[src/rtl/pep_mmacc_body_corr_ser.sv]
// Serializes key-switch mod-switch error beats (ERR_NB elements, masked) into single-element
// body RAM correction writes. Define MMACC_BODY_CORR_CHECK_EN for per-pid completion/overflow tracking.
module pep_mmacc_body_corr_ser #(
`ifdef MMACC_BODY_CORR_CHECK_EN
  parameter int TOTAL_PBS_NB   = 16,
  parameter int LWE_K          = 8,
  parameter int LWE_K_WW       = 4,
`endif
  parameter int ERR_NB         = 4,
  parameter int PID_W          = 4,
  parameter int KS_MAX_ERROR_W = 8
) (
  input  logic                             clk,
  input  logic                             s_rst_n,
  input  logic [ERR_NB*KS_MAX_ERROR_W-1:0] ks_corr_data,
  input  logic [ERR_NB-1:0]                ks_corr_mask,
  input  logic [PID_W-1:0]                 ks_corr_pid,
  input  logic                             ks_corr_vld,
  output logic                             ks_corr_rdy,
  output logic                             seq_boram_corr_wr_en,
  output logic [KS_MAX_ERROR_W-1:0]        seq_boram_corr_wr_data,
  output logic [PID_W-1:0]                 seq_boram_corr_wr_pid,
  output logic                             ser_busy,
  output logic                             corr_done,
  output logic [PID_W-1:0]                 corr_done_pid,
  output logic                             corr_ovf_err
);

  localparam int DATA_W = ERR_NB * KS_MAX_ERROR_W;

  localparam logic [0:0] ST_IDLE = 1'b0;
  localparam logic [0:0] ST_SER  = 1'b1;

  // 2-deep input buffer
  logic [DATA_W-1:0] fifo_data_q [2];
  logic [ERR_NB-1:0] fifo_mask_q [2];
  logic [PID_W-1:0]  fifo_pid_q  [2];
  logic              fifo_wp_q, fifo_rp_q;
  logic [1:0]        fifo_cnt_q;
  logic              fifo_push, fifo_pop, fifo_out_vld;

  assign fifo_out_vld = (fifo_cnt_q != 2'd0);
  assign ks_corr_rdy  = s_rst_n & (fifo_cnt_q != 2'd2);
  assign fifo_push    = ks_corr_vld & ks_corr_rdy;

  // NOTE: buffer storage has no reset; occupancy and pointers alone decide what is valid.
  always_ff @(posedge clk) begin
    if (fifo_push) begin
      fifo_data_q[fifo_wp_q] <= ks_corr_data;
      fifo_mask_q[fifo_wp_q] <= ks_corr_mask;
      fifo_pid_q[fifo_wp_q]  <= ks_corr_pid;
    end
  end

  always_ff @(posedge clk) begin
    if (!s_rst_n) begin
      fifo_wp_q  <= 1'b0;
      fifo_rp_q  <= 1'b0;
      fifo_cnt_q <= 2'd0;
    end else begin
      if (fifo_push) fifo_wp_q <= ~fifo_wp_q;
      if (fifo_pop)  fifo_rp_q <= ~fifo_rp_q;
      fifo_cnt_q <= fifo_cnt_q + {1'b0, fifo_push} - {1'b0, fifo_pop};
    end
  end

  logic [0:0]                state_q, state_d;
  logic [ERR_NB-1:0]         work_mask_q, cur_mask, low_bit, rem_mask;
  logic [DATA_W-1:0]         work_data_q, cur_data;
  logic [PID_W-1:0]          work_pid_q, cur_pid;
  logic                      cur_vld, emit;
  logic [KS_MAX_ERROR_W-1:0] sel_data;
  logic                      wr_en_q;
  logic [KS_MAX_ERROR_W-1:0] wr_data_q;
  logic [PID_W-1:0]          wr_pid_q;

  // In IDLE the fifo head is consumed directly, so its first element leaves without a bubble.
  // NOTE: every always_comb output is given a default first so no path can infer a latch.
  always_comb begin
    cur_mask = fifo_mask_q[fifo_rp_q];
    cur_data = fifo_data_q[fifo_rp_q];
    cur_pid  = fifo_pid_q[fifo_rp_q];
    fifo_pop = 1'b0;
    if (state_q == ST_SER) begin
      cur_mask = work_mask_q;
      cur_data = work_data_q;
      cur_pid  = work_pid_q;
    end else begin
      fifo_pop = fifo_out_vld;
    end
    cur_vld  = (state_q == ST_SER) | fifo_out_vld;
    low_bit  = cur_mask & (~cur_mask + ERR_NB'(1));
    rem_mask = cur_mask & ~low_bit;
    sel_data = '0;
    for (int i = 0; i < ERR_NB; i++) begin
      if (low_bit[i]) sel_data = cur_data[i*KS_MAX_ERROR_W +: KS_MAX_ERROR_W];
    end
    emit    = cur_vld & (|cur_mask);
    state_d = (cur_vld && (|rem_mask)) ? ST_SER : ST_IDLE;
  end

  // NOTE: sequential state uses non-blocking assignments only.
  always_ff @(posedge clk) begin
    if (!s_rst_n) begin
      state_q <= ST_IDLE;
      wr_en_q <= 1'b0;
    end else begin
      state_q <= state_d;
      wr_en_q <= emit;
    end
  end

  always_ff @(posedge clk) begin
    work_mask_q <= rem_mask;
    if (fifo_pop) begin
      work_data_q <= cur_data;
      work_pid_q  <= cur_pid;
    end
    if (emit) begin
      wr_data_q <= sel_data;
      wr_pid_q  <= cur_pid;
    end
  end

  assign seq_boram_corr_wr_en   = wr_en_q;
  assign seq_boram_corr_wr_data = wr_data_q;
  assign seq_boram_corr_wr_pid  = wr_pid_q;
  assign ser_busy               = fifo_out_vld | (state_q == ST_SER) | wr_en_q;

`ifdef MMACC_BODY_CORR_CHECK_EN
  logic [LWE_K_WW-1:0] tbl_q [TOTAL_PBS_NB];
  logic [LWE_K_WW-1:0] wr_cnt, pop_cnt;
  logic                done_hit, ovf_hit, ovf_q;
  int                  pop_eff;

  // The write on the output this cycle is not yet in the table; a count landing on LWE_K wraps to 0.
  always_comb begin
    wr_cnt   = tbl_q[wr_pid_q];
    done_hit = wr_en_q && ((int'(wr_cnt) + 1) == LWE_K);
    pop_cnt  = tbl_q[cur_pid];
    pop_eff  = int'(pop_cnt) + ((wr_en_q && (wr_pid_q == cur_pid)) ? 1 : 0);
    if (pop_eff == LWE_K) pop_eff = 0;
    ovf_hit  = fifo_pop && ((pop_eff + $countones(cur_mask)) > LWE_K);
  end

  always_ff @(posedge clk) begin
    if (!s_rst_n) begin
      for (int i = 0; i < TOTAL_PBS_NB; i++) tbl_q[i] <= '0;
      ovf_q <= 1'b0;
    end else begin
      if (wr_en_q) tbl_q[wr_pid_q] <= done_hit ? '0 : wr_cnt + 1'b1;
      if (ovf_hit) ovf_q <= 1'b1;
    end
  end

  assign corr_done     = done_hit;
  assign corr_done_pid = wr_pid_q;
  assign corr_ovf_err  = ovf_q;
`else
  assign corr_done     = 1'b0;
  assign corr_done_pid = '0;
  assign corr_ovf_err  = 1'b0;
`endif

endmodule

[config.mk]
export PLATFORM = sky130hd
export DESIGN_NAME = pep_mmacc_body_corr_ser
export DESIGN_NICKNAME = d
export VERILOG_FILES = /design/src/rtl/pep_mmacc_body_corr_ser.sv
export SDC_FILE = /design/constraint.sdc
export NUM_CORES = 1
export LEC_CHECK = 0
export CORE_MARGIN = 1.5
export CORE_UTILIZATION = 59
export DETAILED_ROUTE_END_ITERATION = 10
export PLACE_DENSITY = 0.84
export RECOVER_POWER = 50
export SLEW_MARGIN = 20
export SYNTH_ARGS = -nofsm -noshare
export SYNTH_HDL_FRONTEND = slang
export SYNTH_SLANG_ARGS = --single-unit
[constraint.sdc]
create_clock -name clk -period 4.5 [get_ports clk]
set_input_delay 0.9 -clock clk [delete_from_list [all_inputs] [get_ports clk]]
set_output_delay 0.9 -clock clk [all_outputs]
set_load 0.02 [all_outputs]
# Word level (Yosys, flattened, before mapping)
# Memory sizes are Yosys's and may differ from the RTL's. A register that Yosys moved wholly into a read port is not among the register bits.
# Index checks and enable logic that the tools add are counted.
[totals] word_cells=49 input_bits=43 n_memories=3 reg_bits=58 ramBits=80
[classes] addsub=3 reduce_logical=4 n_eq_ne=1 n_bitwise=11 mux=17
[mem_list] name="fifo_data_q" depth=2 word_bits=32 read_ports=1 rd_ports_with_merged_regs=1 write_ports=1 line_no="35" source="logic [DATA_W-1:0] fifo_data_q [2];"
[mem_list] name="fifo_mask_q" depth=2 word_bits=4 read_ports=1 rd_ports_with_merged_regs=1 write_ports=1 line_no="36" source="logic [ERR_NB-1:0] fifo_mask_q [2];"
[mem_list] name="fifo_pid_q" depth=2 word_bits=4 read_ports=1 rd_ports_with_merged_regs=1 write_ports=1 line_no="37" source="logic [PID_W-1:0] fifo_pid_q [2];"
[op_table] cell="$mux W32" count=1
[op_table] cell="$mux W8" count=4
[op_table] cell="$mux W1" count=10
[op_table] cell="$and A4 B4 Y4" count=2
[op_table] cell="$mux W4" count=2
[op_table] cell="$not A4 Y4" count=2
[op_table] cell="$reduce_or A4 Y1" count=2
[op_table] cell="$add A4 B1 Y4 const B" count=1
[op_table] cell="$and A1 B1 Y1" count=3
[op_table] cell="$add A2 B1 Y2" count=1
[op_table] cell="$ne A2 B2 Y1 const B" count=1
[op_table] cell="$not A1 Y1" count=2
[op_table] cell="$or A1 B1 Y1" count=2
[op_table] cell="$reduce_bool A2 Y1" count=1
[op_table] cell="$sub A2 B1 Y2" count=1
[op_table] cell="$logic_and A1 B1 Y1" count=1

# Longest topological paths before layout
# Gate-level depths: netlist of run 1.
[depth] ltp_word=9 mapped_depth=9 ltp_nobuf=9

# Least setup slack after synthesis of run 1
# No wires, ideal clock.
[synth_path] kind="input -> register" from="input s_rst_n" to="memory fifo_data_q[0][0] (netlist name) (enable)" stages=3 path_buffers=0 t_arrival_ns=3.435 path_slack_ns=0.626 setup_time_ns=0.439 cell_sequence="a21boi_0 nand2_1 nor2_1"
[synth_via] elab_chain_len=4
[synth_lines] element="start, declared" line_no="14" source="input logic s_rst_n,"
[synth_lines] element="$and A1 B1 Y1" line_no="43" source="assign ks_corr_rdy = s_rst_n & (fifo_cnt_q != 2'd2);"
[synth_lines] element="$and A1 B1 Y1" line_no="44" source="assign fifo_push = ks_corr_vld & ks_corr_rdy;"
[synth_lines] element="$mux W1" line_no="48" source="if (fifo_push) begin"
[synth_lines] element="$mux W1 (not written as such)" line_no="49" source="fifo_data_q[fifo_wp_q] <= ks_corr_data;"
[synth_lines] element="end, declared" line_no="35"
# Every way passes these cells.

# Worst setup path after layout of run 1
[layout_path] from="input s_rst_n" to="output ks_corr_rdy"
[layout_via] elab_chain_len=1
[layout_lines] element="$and A1 B1 Y1" line_no="43"
[layout_lines] element="end, declared" line_no="19" source="output logic ks_corr_rdy,"
# Every way passes these cells.

==> results of run 1 <==
==> cells in the mapped netlist <==
cell type / n / area (um^2)
o31ai_1: 1 / 7.510
a21o_1: 1 / 7.510
xnor2_1: 2 / 17.52
buf_2: 8 / 40.04
a21boi_0: 1 / 7.510
buf_4: 9 / 67.56
a21oi_1: 2 / 10.01
o31ai_4: 1 / 21.27
ha_1: 2 / 25.02
nor4b_2: 1 / 15.01
a32o_1: 7 / 70.07
nand3b_1: 1 / 7.510
a21oi_2: 1 / 8.760
nor2_1: 18 / 67.56
o21ai_0: 20 / 100.1
a21oi_4: 1 / 16.27
a221oi_1: 7 / 61.31
mux2i_1: 31 / 310.3
mux2_2: 1 / 11.26
conb_1: 1 / 3.750
nor4_1: 1 / 6.260
nor2b_1: 9 / 56.30
and2_4: 1 / 8.760
nand2b_1: 5 / 31.28
nor3_1: 1 / 5.000
o21ai_1: 17 / 85.08
or2b_1: 5 / 37.54
and3_1: 1 / 6.260
inv_1: 2 / 7.510
dfxtp_1: 10 / 200.2
o21a_1: 1 / 7.510
edfxtp_1: 120 / 3603
nand2_1: 32 / 120.1
xor2_1: 1 / 8.760
and2_1: 6 / 37.54
nor2_2: 1 / 6.260
o311a_1: 1 / 10.01
clkbuf_1: 2 / 7.510
nor3b_1: 1 / 7.510
buf_6: 4 / 45.04
a221oi_2: 2 / 30.03
buf_1: 1 / 3.750
clkinv_1: 1 / 3.750
or2_1: 1 / 6.260
or3_4: 1 / 11.26
==> worst reg2reg max path, cell delays in order (launching register included) <==
cell and delay [ns]:
dfxtp_1 1.03, buf_4 0.53, nor2b_1 0.17, o31ai_4 0.31
nor2_1 0.19, a221oi_1 0.45, o21ai_1 0.15
==> power by group through the flow <==
| stage | Combinational (mW) | Sequential [mW] | Clock, mW |
|---|---|---|---|
| after CTS | 1.32 | 1.90 | 1.40 |
| after floorplan | 0.893 | 1.92 | 0 |
| final | 1.31 | 1.90 | 1.39 |
| after global placement | 1.24 | 1.90 | 0 |
| after global routing | 1.43 | 1.92 | 1.46 |
| after detailed placement | 1.29 | 1.91 | 0 |
==> cells by family after synthesis <==
logic type	share of synthesized area (%)
flops	72.74
simple gates	8.232
compound gates	8.471
mux	6.150
buf+inv	3.350
xor+xnor	0.5026
fa+ha+maj	0.4785
other cells	0.07172
==> through the flow <==
stage          setup WS, ns  std cells  area, um^2  power [mW]  utilization [%]
2_1_floorplan        0.6259        348        5248       2.815                -
3_3_place_gp          1.093        493        5846       3.146            67.69
3_5_place_dp          1.066        493        5846       3.204            67.69
4_1_cts               1.063        525        6450       4.618            74.69
5_1_grt              0.9572        525        6447       4.810            74.66
6_report              1.040        525        6447       4.605            74.66
==> state kept, by name, summed over array words and instances (netlist names), 2 cells and up, named ones only <==
register,count
fifo_cnt_q,2
fifo_data_q,64
fifo_mask_q,8
fifo_pid_q,8
seq_boram_corr_wr_data,8
seq_boram_corr_wr_pid,4
work_data_q,24
work_mask_q,3
work_pid_q,4
==> final cells by class <==
| class | count | area, um^2 |
|---|---|---|
| Clock inverter | 14 | 186.4 |
| Timing Repair Buffer | 61 | 609.3 |
| Clock buffer | 18 | 417.9 |
| Tap cell | 108 | 135.1 |
| Sequential cell | 130 | 3805 |
| Inverter | 3 | 11.26 |
| Multi-Input combinational cell | 191 | 1282 |
| Fill cell | 510 | 2188 |
==> worst max path at each step <==
stage	to	slack (ns)
6_report	ks_corr_rdy	1.04
5_1_grt	ks_corr_rdy	0.96
4_1_cts	ks_corr_rdy	1.06
3_5_place_dp	ks_corr_rdy	1.07
3_3_place_gp	ks_corr_rdy	1.09
2_1_floorplan	fifo_data_q[0][0]$_DFFE_PP_	0.63
==> layer usage <==
| metal | up-vias | wire length, um |
|---|---|---|
| met5 | - | 0 |
| met1 | 1445 | 3758 |
| met3 | 19 | 518 |
| li1 | 1403 | - |
| met2 | 107 | 5178 |
| met4 | 0 | 215 |
==> metrics.cfg, run 1 <==
[place]
place_congestion = 0.7988
dp_hpwl_um = 5962
port_buffers = 57

[worst_setup_path]
crit_chain = clkdlybuf4s50_1 > a21boi_0 > clkdlybuf4s50_1
start_kind = input pin
max_stage_delay_ns = 0.68
crit_arrival_ns = 2.56
rrSetupSlack_ns = 1.39
crit_cells = 3
critPathBufInv = 2
cp_top_family = buffers and inverters
r2r_cells = 6
required_ns = 3.60
endpoint_kind = output pin
r2r_end = seq_boram_corr_wr_data[1]$_DFFE_PP_
path_class = input pin to output pin
crit_start = s_rst_n
crit_top_cell = clkdlybuf4s50_1
worst-path-max-fanout = 8
cp_slowest_cell = clkdlybuf4s50_1

[grt]
grt_pass1_wl_um = 15460
grtUsageMet2_pct = 39.05
gr-usage-met3_pct = 7.698
grt_antenna_before_repair = 0
grt_remaining_overflow = 0
grt_pass1_vias = 3110
grt_max_degree = 63
grt_use_total_pct = 22.14
grtUsageMet1_pct = 24.95
grt-busiest-layer = met2

[sta]
slew-limit-headroom_pct = -14.35
rsz0062_at_grt = no
whs_ns = 0.5706
period_share_pct = 76.89
report.final.slew_viol_count = 31
worst_slew_pin_slew_ns = 1.715
timing.fmax_mhz = 289.0
layout_min_cycle_time_ns = 3.460
setup-tns-final_ns = 0
setup_violations = 0
clock_skew_ns = 0.005450
hold_viol = 0

[finish]
finalNetCount = 449
antenna_cells = 0
drive_gt1_share_pct = 11.27
final_cell_mix = edfxtp_1, dlygate4sd3_1, nand2_1
area_delta_synth_final_pct = 23.31
final_common_cell = edfxtp_1

[clocking]
clk_root_buffer_cell = clkbuf_8
cts_sinks = 130
clk_path_buf_depth = 2
clkTransAtPathRegs_ns = 0.05
htree_levels = 4
ctsResizeCount = 0
tritoncts = done
cts_setup_buffers = 0
holdBufCountCts = 0
clk_latency_ns = 0.53
cts_buffers = 17

[drt]
firstDrtPassIters = 5
drtIter0Drc = 231
routed_wl_um = 9670
vias = 2974
antenna_left = 0
routedWlPerCell_um = 18.42
drc = 0
via_per_inst = 5.665

[flow_run]
drv_cap = 1

[outcome]
outcome = finished, violations left
violations = max-capacitance violations, max-slew violations

[power_and_ir_drop]
switching_share_pct = 31.33
power.switching_mw = 1.443
pwr-share-comb_pct = 28.5
power.clock.fraction_pct = 30.3
ir_drop_v = 0.0004075
leakagePower_nw = 2.171
power.internal_mw = 3.162
p_seq_share_pct = 41.2
powerDensity_nw_per_um2 = 714.2

[die]
die_x_um = 97.14
die_y_um = 97.14
row_count = 34
ios = 64
start_util_pct = 60.55
core_area_um2 = 8636
fp.dieArea_um2 = 9436

[synth]
ys_ff_latch = 130
synth.distinct_cells = 45
ys_seq_area_share_pct = 72.74
synth_area_um2 = 5229
synth_warnings = 0
synth_cells = 343
syn_area_per_cell_um2 = 15.24

[min_path]
min_to = work_data_q[14]$_DFFE_PP_
hp-class = register to register
hold_path_depth = 2
worstHoldStart = work_data_q[14]$_DFFE_PP_

No activity file was read; power rests on OpenSTA's default activity.
==> inputs of run 2 (changes only) <==
--- a/config.mk
+++ b/config.mk
@@ -6,9 +6,9 @@
 export NUM_CORES = 1
 export LEC_CHECK = 0
 export CORE_MARGIN = 1.5
-export CORE_UTILIZATION = 59
+export CORE_UTILIZATION = 50
 export DETAILED_ROUTE_END_ITERATION = 10
-export PLACE_DENSITY = 0.84
+export PLACE_DENSITY = 0.76
 export RECOVER_POWER = 50
 export SLEW_MARGIN = 20
 export SYNTH_ARGS = -nofsm -noshare
==> constraint.sdc (replaced) <==
create_clock -name clk -period 2.8 [get_ports clk]
set_input_delay 0.56 -clock clk [delete_from_list [all_inputs] [get_ports clk]]
set_output_delay 0.56 -clock clk [all_outputs]
set_load 0.02 [all_outputs]
==> run 2 against run 1 <==
Effect of this change: the flow still finishes with violations (max-capacitance violations, max-slew violations); critical path depth unchanged; first-iteration DRC count decreased by 45%; die area increased by 17%; sequential power rose by 58%; global-route usage fell by 3.9 points; final cell count grew 6.5%; sequential share of layout area is 0.66 points lower; combinational power increased by 66%; clock power up 58%; count of clock-buffer cells in the layout up 2; total power grew 60%; highest routed layer unchanged.
==> metrics.cfg, run 2 (synthesized netlist as in run 1, its figures left out) <==
[min_path]
worstHoldStart = work_data_q[11]$_DFFE_PP_  ; was work_data_q[14]$_DFFE_PP_
hp-class = register to register  ; unchanged

[finish]
area_delta_synth_final_pct = 24.69  ; was 23.31%
finalNetCount = 455  ; was 449
drive_gt1_share_pct = 11.11  ; was 11.27%
antenna_cells = 0  ; unchanged
reg_top3 = fifo_data_q (64), work_data_q (24)  ; unchanged
fillCellCount = 748  ; was 510
top_register = fifo_data_q  ; unchanged
final_cell_mix = edfxtp_1, dlygate4sd3_1, nand2_1  ; unchanged
layout.cells.non_filler = 559  ; was 525
largest_register_ffs = 64  ; unchanged
final_common_cell = edfxtp_1  ; unchanged

[grt]
grt_use_total_pct = 18.29  ; was 22.14%
grt_pass1_wl_um = 15020  ; was 15460 um
grt-busiest-layer = met2  ; unchanged
grtUsageMet1_pct = 22.59  ; was 24.95%
grt_pass1_vias = 3038  ; was 3110
gr-usage-met3_pct = 5.628  ; was 7.698%
grtUsageMet2_pct = 30.21  ; was 39.05%
grt_max_degree = 42  ; was 63
grt_antenna_before_repair = 0  ; unchanged
grt_remaining_overflow = 0  ; unchanged

[worst_setup_path]
crit_end = ser_busy  ; was ks_corr_rdy
r2r-start = state_q$_SDFF_PN0_
crit_arrival_ns = 1.99  ; was 2.56 ns
r2r_cells = 4  ; was 6
cp_slowest_cell = dfxtp_2  ; was clkdlybuf4s50_1
crit_start = state_q$_SDFF_PN0_  ; was s_rst_n
rrSetupSlack_ns = 0.31  ; was 1.39 ns
path_class = register to output pin  ; was input pin to output pin
start_kind = register  ; was input pin
worst-path-max-fanout = 23  ; was 8
crit_chain = nor3_1 > nand2b_1 > clkdlybuf4s50_1  ; was clkdlybuf4s50_1 > a21boi_0 > clkdlybuf4s50_1
required_ns = 2.24  ; was 3.60 ns
max_stage_delay_ns = 0.61  ; was 0.68 ns
endpoint_kind = output pin  ; unchanged

[clocking]
clk_root_buffer_cell = clkbuf_8  ; unchanged
cts_setup_buffers = 0  ; unchanged
ctsResizeCount = 0  ; unchanged
cts_buffers = 17  ; unchanged
htree_levels = 4  ; unchanged
clk_path_buf_depth = 2  ; unchanged
clk_latency_ns = 0.52  ; was 0.53 ns
cts_sinks = 130  ; unchanged
clkTransAtPathRegs_ns = 0.06  ; was 0.05 ns
holdBufCountCts = 0  ; unchanged
tritoncts = done  ; unchanged

[place]
preCtsSetupSlack_ns = 0.1828  ; was 1.066 ns
port_buffers = 57  ; unchanged
place_congestion = 0.7776  ; was 0.7988
dp_hpwl_um = 6096  ; was 5962 um
dp_cells = 527  ; was 493

[sta]
period_share_pct = 90.90
timing.fmax_mhz = 392.9
worst_slew_pin_slew_ns = 1.746  ; was 1.715 ns
setup-tns-final_ns = 0  ; unchanged
hold_viol = 0  ; unchanged
slew-limit-headroom_pct = -16.40  ; was -14.35%
setup_violations = 0  ; unchanged
rsz0062_at_grt = no  ; unchanged
report.final.slew_viol_count = 30  ; was 31
clock_skew_ns = 0.006098  ; was 0.005450 ns
layout_min_cycle_time_ns = 2.545
layout_setup_ws_ns = 0.2547  ; was 1.040 ns

[outcome]
outcome = finished, violations left  ; unchanged
violations = max-capacitance violations, max-slew violations  ; unchanged

[drt]
routedWlPerCell_um = 17.01  ; was 18.42 um
drtIter0Drc = 128  ; was 231
via_per_inst = 5.261  ; was 5.665
vias = 2941  ; was 2974
routed_wl_um = 9508  ; was 9670 um
firstDrtPassIters = 5  ; unchanged
drc = 0  ; unchanged
antenna_left = 0  ; unchanged

[power_and_ir_drop]
ir_drop_v = 0.0005386  ; was 0.0004075 V
powerDensity_nw_per_um2 = 1130  ; was 714.2 nW/um^2
leakagePower_nw = 2.197  ; was 2.171 nW

[die]
start_util_pct = 51.11  ; was 60.55%
fp.dieArea_um2 = 11080  ; was 9436 um^2
core_area_um2 = 10230  ; was 8636 um^2
die_x_um = 105.3  ; was 97.14 um
ios = 64  ; unchanged
die_y_um = 105.3  ; was 97.14 um
row_count = 37  ; was 34

[flow_run]
drv_cap = 1  ; unchanged

run 2: critical path, delay by kind of cell, from the launching register on:
kind	cells	cell delay, ns
and+or+nand+nor	2	0.27
DFF	1	0.61
buffers and inverters	1	0.59
run 2: report_power, final:
| part | switching (mW) | internal [mW] | leakage (nW) |
|---|---|---|---|
| clock | 0.761 | 1.43 | 0.279 |
| combinational | 1.31 | 0.865 | 0.718 |
| sequential | 0.196 | 2.81 | 1.20 |
| total | 2.26 | 5.11 | 2.20 |
run 2: per-stage QoR:
stage               total power [mW]  util [%]  instance area, um^2  hold slack (ns)
floorplan                      4.523         -                 5258           0.5213
global placement               5.145     58.04                 5938           0.5418
detailed placement             5.231     58.04                 5938           0.5584
CTS                            7.429     63.80                 6528           0.5771
global route                   7.726     63.73                 6520           0.6056
finish                         7.370     63.73                 6520           0.5806
run 2: worst min path at each step:
stage                                           end  slack (ns)  cells after the start
after floorplan           work_data_q[24]$_DFFE_PP_        0.52                      2
after global placement    work_data_q[24]$_DFFE_PP_        0.54                      2
after detailed placement     work_mask_q[2]$_DFF_P_        0.56                      2
after CTS                    work_mask_q[2]$_DFF_P_        0.58                      2
after global routing         fifo_rp_q$_SDFFE_PN0P_        0.61                      2
final                     work_data_q[11]$_DFFE_PP_        0.58                      2
run 2: layout make-up:
class	count	area [um^2]	area share (%)
Sequential cell	130	3805	58.36
Multi-Input combinational cell	191	1277	19.59
Timing Repair Buffer	67	666.9	10.23
Clock buffer	20	425.4	6.525
Tap cell	136	170.2	2.610
Clock inverter	12	163.9	2.514
Inverter	3	11.26	0.1727
run 2: layer usage:
metal	wire length, um	part of all wire, %
met4	127	1.3
met3	472	5.0
met2	4822	51
met5	0	0
met1	4086	43
